**config.mk**
```make
export PLATFORM = sky130hd
export DESIGN_NAME = ws2812b_pixel_queue
export DESIGN_NICKNAME = d
export VERILOG_FILES = /design/src/rtl/ws2812b_pkg.sv /design/src/rtl/sync_fifo.sv /design/src/rtl/ws2812b_pixel_queue.sv
export SDC_FILE = /design/constraint.sdc
export NUM_CORES = 1
export LEC_CHECK = 0
export ABC_CLOCK_PERIOD_IN_PS = 7200
export CAP_MARGIN = 30
export CORE_ASPECT_RATIO = 0.5
export CORE_UTILIZATION = 60
export DETAILED_ROUTE_END_ITERATION = 8
export HOLD_SLACK_MARGIN = 0.15
export MAX_ROUTING_LAYER = met4
export PLACE_DENSITY = 0.89
export SYNTH_ARGS = -nofsm -noshare
export SYNTH_HDL_FRONTEND = slang
export SYNTH_HIERARCHICAL = 1
export SYNTH_SLANG_ARGS = --single-unit
```
**constraint.sdc**
```tcl
create_clock -name clk -period 7.2 [get_ports clk]
set_input_delay 2.16 -clock clk [delete_from_list [all_inputs] [get_ports clk]]
set_output_delay 2.16 -clock clk [all_outputs]
set_load 0.01 [all_outputs]
```
**src/rtl/ws2812b_pkg.sv**
```systemverilog
// Shared constants and the queue entry layout for the WS2812B pixel queue.
// Entry layout: colour in [32:9], repeat count in [8:1], latch flag in [0].
package ws2812b_pkg;

   localparam int unsigned PIXEL_W = 24;
   localparam int unsigned RPT_W   = 8;
   localparam int unsigned ENTRY_W = 33;

   localparam int unsigned ColourLsb = 9;
   localparam int unsigned RptLsb    = 1;
   localparam int unsigned LatchBit  = 0;

   typedef struct packed {
      logic [PIXEL_W-1:0] colour;
      logic [RPT_W-1:0]   rpt;
      logic               latch;
   } entry_t;

endpackage

```
**src/rtl/sync_fifo.sv**
```systemverilog
// Synchronous FIFO with occupancy counter, synchronous active-high reset and clear.
// A push into a full FIFO is ignored even when a pop happens in the same cycle.
module sync_fifo #(
   parameter int unsigned WIDTH = 8,
   parameter int unsigned DEPTH = 8,
   parameter int unsigned AW    = $clog2(DEPTH)
) (
   input  logic             clk_i,
   input  logic             rst_i,
   input  logic             clr_i,
   input  logic             push_i,
   input  logic [WIDTH-1:0] wdata_i,
   input  logic             pop_i,
   output logic [WIDTH-1:0] rdata_o,
   output logic [AW:0]      level_o,
   output logic             full_o,
   output logic             empty_o
);

   localparam logic [AW:0] LvlFull = (AW+1)'(DEPTH);

   logic [WIDTH-1:0] mem_q [DEPTH];
   logic [AW-1:0]    wr_ptr_q, wr_ptr_d;
   logic [AW-1:0]    rd_ptr_q, rd_ptr_d;
   logic [AW:0]      level_q, level_d;
   logic             do_push, do_pop;

   assign full_o  = (level_q == LvlFull);
   assign empty_o = (level_q == '0);
   assign level_o = level_q;
   assign rdata_o = mem_q[rd_ptr_q];

   assign do_push = push_i && !clr_i && !full_o;
   assign do_pop  = pop_i && !clr_i && !empty_o;

   always_comb begin
      wr_ptr_d = wr_ptr_q;
      rd_ptr_d = rd_ptr_q;
      level_d  = level_q;
      if (clr_i) begin
         wr_ptr_d = '0;
         rd_ptr_d = '0;
         level_d  = '0;
      end else begin
         if (do_push) wr_ptr_d = wr_ptr_q + 1'b1;
         if (do_pop)  rd_ptr_d = rd_ptr_q + 1'b1;
         if (do_push && !do_pop) begin
            level_d = level_q + 1'b1;
         end else if (!do_push && do_pop) begin
            level_d = level_q - 1'b1;
         end
      end
   end

   always_ff @(posedge clk_i) begin
      if (rst_i) begin
         wr_ptr_q <= '0;
         rd_ptr_q <= '0;
         level_q  <= '0;
      end else begin
         wr_ptr_q <= wr_ptr_d;
         rd_ptr_q <= rd_ptr_d;
         level_q  <= level_d;
      end
   end

   // Storage has no reset so it can map onto plain RAM.
   always_ff @(posedge clk_i) begin
      if (do_push) mem_q[wr_ptr_q] <= wdata_i;
   end

endmodule

```
**src/rtl/ws2812b_pixel_queue.sv**
```systemverilog
// Assembles G,R,B byte writes into pixels, queues them with repeat/latch info and
// presents them to the WS2812B serializer over a valid/ready handshake.
module ws2812b_pixel_queue
   import ws2812b_pkg::*;
#(
   parameter int unsigned DEPTH = 8,
   parameter int unsigned AW    = $clog2(DEPTH)
) (
   input  logic               clk,
   input  logic               rst,
   input  logic [7:0]         byte_in,
   input  logic               byte_we,
   input  logic [RPT_W-1:0]   rpt_in,
   input  logic               latch_in,
   input  logic               flush,
   output logic [PIXEL_W-1:0] data_out,
   output logic               valid,
   output logic               latch,
   input  logic               ready,
   output logic [AW:0]        level,
   output logic               full,
   output logic               idle,
   output logic               overflow
);

   logic [1:0]         bcnt_q, bcnt_d;
   logic [7:0]         g_q, g_d;
   logic [7:0]         r_q, r_d;
   logic               ovf_q, ovf_d;
   logic               valid_q, valid_d;
   logic [PIXEL_W-1:0] data_q, data_d;
   logic               lflag_q, lflag_d;
   logic [RPT_W-1:0]   remain_q, remain_d;

   logic               xfer, push, pop;
   logic               fifo_full, fifo_empty;
   logic [AW:0]        fifo_level;
   entry_t             wr_entry, head;

   always_comb begin
      xfer     = valid_q && ready;
      push     = byte_we && (bcnt_q == 2'd2) && !flush;
      // Refill when the output register is empty or its last repetition is leaving.
      pop      = !flush && !fifo_empty && (!valid_q || (xfer && (remain_q == '0)));
      wr_entry = '{colour: {g_q, r_q, byte_in}, rpt: rpt_in, latch: latch_in};
   end

   sync_fifo #(
      .WIDTH (ENTRY_W),
      .DEPTH (DEPTH),
      .AW    (AW)
   ) u_fifo (
      .clk_i   (clk),
      .rst_i   (rst),
      .clr_i   (flush),
      .push_i  (push),
      .wdata_i (wr_entry),
      .pop_i   (pop),
      .rdata_o (head),
      .level_o (fifo_level),
      .full_o  (fifo_full),
      .empty_o (fifo_empty)
   );

   always_comb begin
      bcnt_d   = bcnt_q;
      g_d      = g_q;
      r_d      = r_q;
      ovf_d    = ovf_q;
      valid_d  = valid_q;
      data_d   = data_q;
      lflag_d  = lflag_q;
      remain_d = remain_q;
      if (flush) begin
         bcnt_d   = '0;
         ovf_d    = 1'b0;
         valid_d  = 1'b0;
         data_d   = '0;
         lflag_d  = 1'b0;
         remain_d = '0;
      end else begin
         if (byte_we) begin
            case (bcnt_q)
               2'd0: begin
                  g_d    = byte_in;
                  bcnt_d = 2'd1;
               end
               2'd1: begin
                  r_d    = byte_in;
                  bcnt_d = 2'd2;
               end
               default: bcnt_d = 2'd0;
            endcase
         end
         if (push && fifo_full) ovf_d = 1'b1;
         if (pop) begin
            valid_d  = 1'b1;
            data_d   = head.colour;
            remain_d = head.rpt;
            lflag_d  = head.latch;
         end else if (xfer) begin
            if (remain_q != '0) begin
               remain_d = remain_q - 1'b1;
            end else begin
               valid_d = 1'b0;
            end
         end
      end
   end

   always_ff @(posedge clk) begin
      if (rst) begin
         bcnt_q   <= '0;
         g_q      <= '0;
         r_q      <= '0;
         ovf_q    <= 1'b0;
         valid_q  <= 1'b0;
         data_q   <= '0;
         lflag_q  <= 1'b0;
         remain_q <= '0;
      end else begin
         bcnt_q   <= bcnt_d;
         g_q      <= g_d;
         r_q      <= r_d;
         ovf_q    <= ovf_d;
         valid_q  <= valid_d;
         data_q   <= data_d;
         lflag_q  <= lflag_d;
         remain_q <= remain_d;
      end
   end

   assign data_out = data_q;
   assign valid    = valid_q;
   assign latch    = lflag_q && (remain_q == '0);
   assign level    = fifo_level;
   assign full     = fifo_full;
   assign overflow = ovf_q;
   assign idle     = fifo_empty && (bcnt_q == 2'd0) && !valid_q;

endmodule

```
==> impl_metrics.tcl <==
set metrics [dict create \
    port_buffers 54 \
    syn_nets 770 \
    cts_hold_buf 0 \
    totalWireLength_um 28330 \
    p_leak_nw 4.549 \
    peakVddDrop_uv 166.6 \
    drv_slew 0 \
    fillCellCount 1104 \
    via_per_inst 6.588 \
    final_util 0.7054 \
    r2r_slack_ns 2.82 \
    start_util 0.6167 \
    setup_slack_ns 1.398 \
    yosys-top-cells-area "edfxtp_1 (62%), mux4_2 (12%), dfxtp_1 (10%), mux2_2 (3.0%), nand2_1 (2.7%)" \
    hold_path_class "flop to flop" \
    drt_iter0_drc 853 \
    ys_async_sr_fraction 0 \
    netlist-cell-type-count 53 \
    synth_area_mm2 0.01279 \
    die_w_um 208.5 \
    place_congestion 0.9274 \
    worstPathRequired_ns 7.63 \
    syn_inst 740 \
    register_area_mm2 0.009254 \
    tns_ns 0 \
    fmax_mhz 172.4 \
    synth_edf_count 264 \
    min_period_over_period 0.8058 \
    grt_pass1_wl_um 43160 \
    grt_usage 0.2722 \
    cts_tree "yes" \
    cts_buffer_depth 3 \
    drive_above_1_share 0.2229 \
    max_cap_viol_count 0 \
    drc 0 \
    synth_ff_type "edfxtp_1" \
    setup_viol 0 \
    cts_buffers 27 \
    rsz0062_at_grt "false" \
    post_cts_resized 0 \
    die_height_um 105.2 \
    syn_to_final_growth_pct 14.37 \
    grt_pass1_vias 7452 \
    outcome "finished, final reports clean" \
    core_mm2 0.02074 \
    dr.pass1.iters 6 \
    pre_cts_ws_ns 0.9554 \
    synth_common_cells "edfxtp_1 (264), nand2_1 (91), dfxtp_1 (66), mux4_2 (66), a21oi_1 (53)" \
    cp-start-kind "input pin" \
    hold_viol 0 \
    cts_htree_levels 1 \
    cts.sinks 330 \
    worstSetupEndpointType "flop" \
    clkLatencyLatePin_ns 0.54 \
    finalClockSkew_ns 0.01549 \
    p_total_mw 3.706 \
    grt_max_degree 47 \
    cts_setup_buffers 0 \
    syn_area_per_cell_um2 17.29 \
    dieArea_mm2 0.02194 \
    cts-root-buf "clkbuf_16" \
    vias 7214 \
    critPathArrivalTime_ns 6.23 \
    yosysMostFrequentCell "edfxtp_1" \
    clkTransAtPathRegs_ns 0.07 \
    multi_input_area_mm2 0.003338 \
    antenna_found_initial 1 \
    synth_seq_area_share 0.7231 \
    yosysTopAreaCell "edfxtp_1" \
    crit_type "input pin to flop" \
    postRouteAntennaNets 0 \
    ys_warn_count 6 \
    synth-seq-cells 330 \
    tightest_slew_ns 0.9345 \
    cp_max_fo 31 \
    ios 55 \
    slew_headroom 0.3751 \
    dp_hpwl_um 14960 \
    grt-ovfl-total 0 \
    yosysTopAreaCellShare 0.6198 \
    rows 37 \
    wire_per_inst_um 25.87 \
    hold_ws_ns 0.4691 \
    power.density_mw_per_mm2 253.3 \
    layout.nets 831 \
    period_needed_ns 5.802 \
]
[area by class of cell]
type / count / area share
inverter: 11 / 0.002908
timing repair buffer: 70 / 0.04601
antenna: 1 / 0.0001711
clock buffer: 36 / 0.05346
clock inverter: 13 / 0.01334
multi-input combinational: 361 / 0.2282
sequential: 330 / 0.6326
tap: 273 / 0.02335
[placed cells by master (no fill, tap or decap), drive strengths merged, types with 2 or more instances in the layout]
cell,count
a211o,2
a211oi,2
a21oi,54
a32oi,3
buf,16
bufinv,5
clkbuf,36
clkdlybuf4s50,54
clkinv,8
dfxtp,66
edfxtp,264
ha,7
inv,10
mux2,34
mux2i,3
mux4,66
nand2,92
nand2b,4
nand3,7
nor2,29
nor3,8
nor3b,2
nor4,5
o211ai,3
o21ai,4
o22ai,2
o31ai,2
or2,3
or3,4
or3b,2
or4,2
xnor2,4
xor2,2
[stage by stage]
step | cell area (um2) | std cells
5_1_grt | 14630 | 1095
2_1_floorplan | 12790 | 740
6_report | 14630 | 1095
3_3_place_gp | 13630 | 1044
3_5_place_dp | 13650 | 1045
4_1_cts | 14630 | 1094
[state kept, by name, summed over array words and instances (netlist names), named ones only]
name / flops
u_fifo/rd_ptr_q: 3
u_fifo/mem_q: 264
data_out: 24
u_fifo/level_o: 4
g_q: 8
r_q: 8
remain_q: 8
lflag_q: 1
bcnt_q: 2
u_fifo/wr_ptr_q: 3
valid: 1
overflow: 1
[worst paths after layout]
path / startpoint / endpoint / depth (start not counted)
worst min-delay path: data_out[0] / data_out[0] / 2
worst max-delay path: ready / u_fifo/level_o[3] / 14
worst max register to register: remain_q[2] / u_fifo/level_o[3] / 13
worst min register to register: data_out[0] / data_out[0] / 2
[critical path: stages]
cell and delay (ns):
clkdlybuf4s50_1 0.67, inv_1 0.21, o41ai_4 0.44, nand2_4 0.30
clkinv_2 0.51, nor3b_1 0.49, inv_1 0.09, ha_1 0.22
inv_1 0.14, ha_1 0.29, a21oi_1 0.21, a211o_1 0.18
a211oi_1 0.07, a31o_2 0.22
[metal layers]
layer,vias to the layer above,routed length (um),track usage
met2,498,13720,0.4245
met3,100,2721,0.04559
met5,-,0,-
li1,2993,-,-
met4,0,996,0.1132
met1,3623,10900,0.3636
[power breakdown]
group	internal [mW]	switching, mW	total, mW
clock	0.944	0.655	1.60
combinational	0.0163	0.0323	0.0486
sequential	2.05	0.00687	2.06
total	3.01	0.694	3.71
[logic make-up after synthesis]
| logic type | count (synthesis) | synth area share |
|---|---|---|
| AND/OR/NAND/NOR | 165 | 0.05830 |
| flip-flops | 330 | 0.7231 |
| adder cells (fa/ha/maj) | 8 | 0.008412 |
| multiplexers | 103 | 0.1485 |
| XOR/XNOR | 6 | 0.004108 |
| buffers and inverters | 49 | 0.01976 |
| AO/OA/AOI/OAI | 79 | 0.03786 |
No activity file was read; power rests on OpenSTA's default activity.
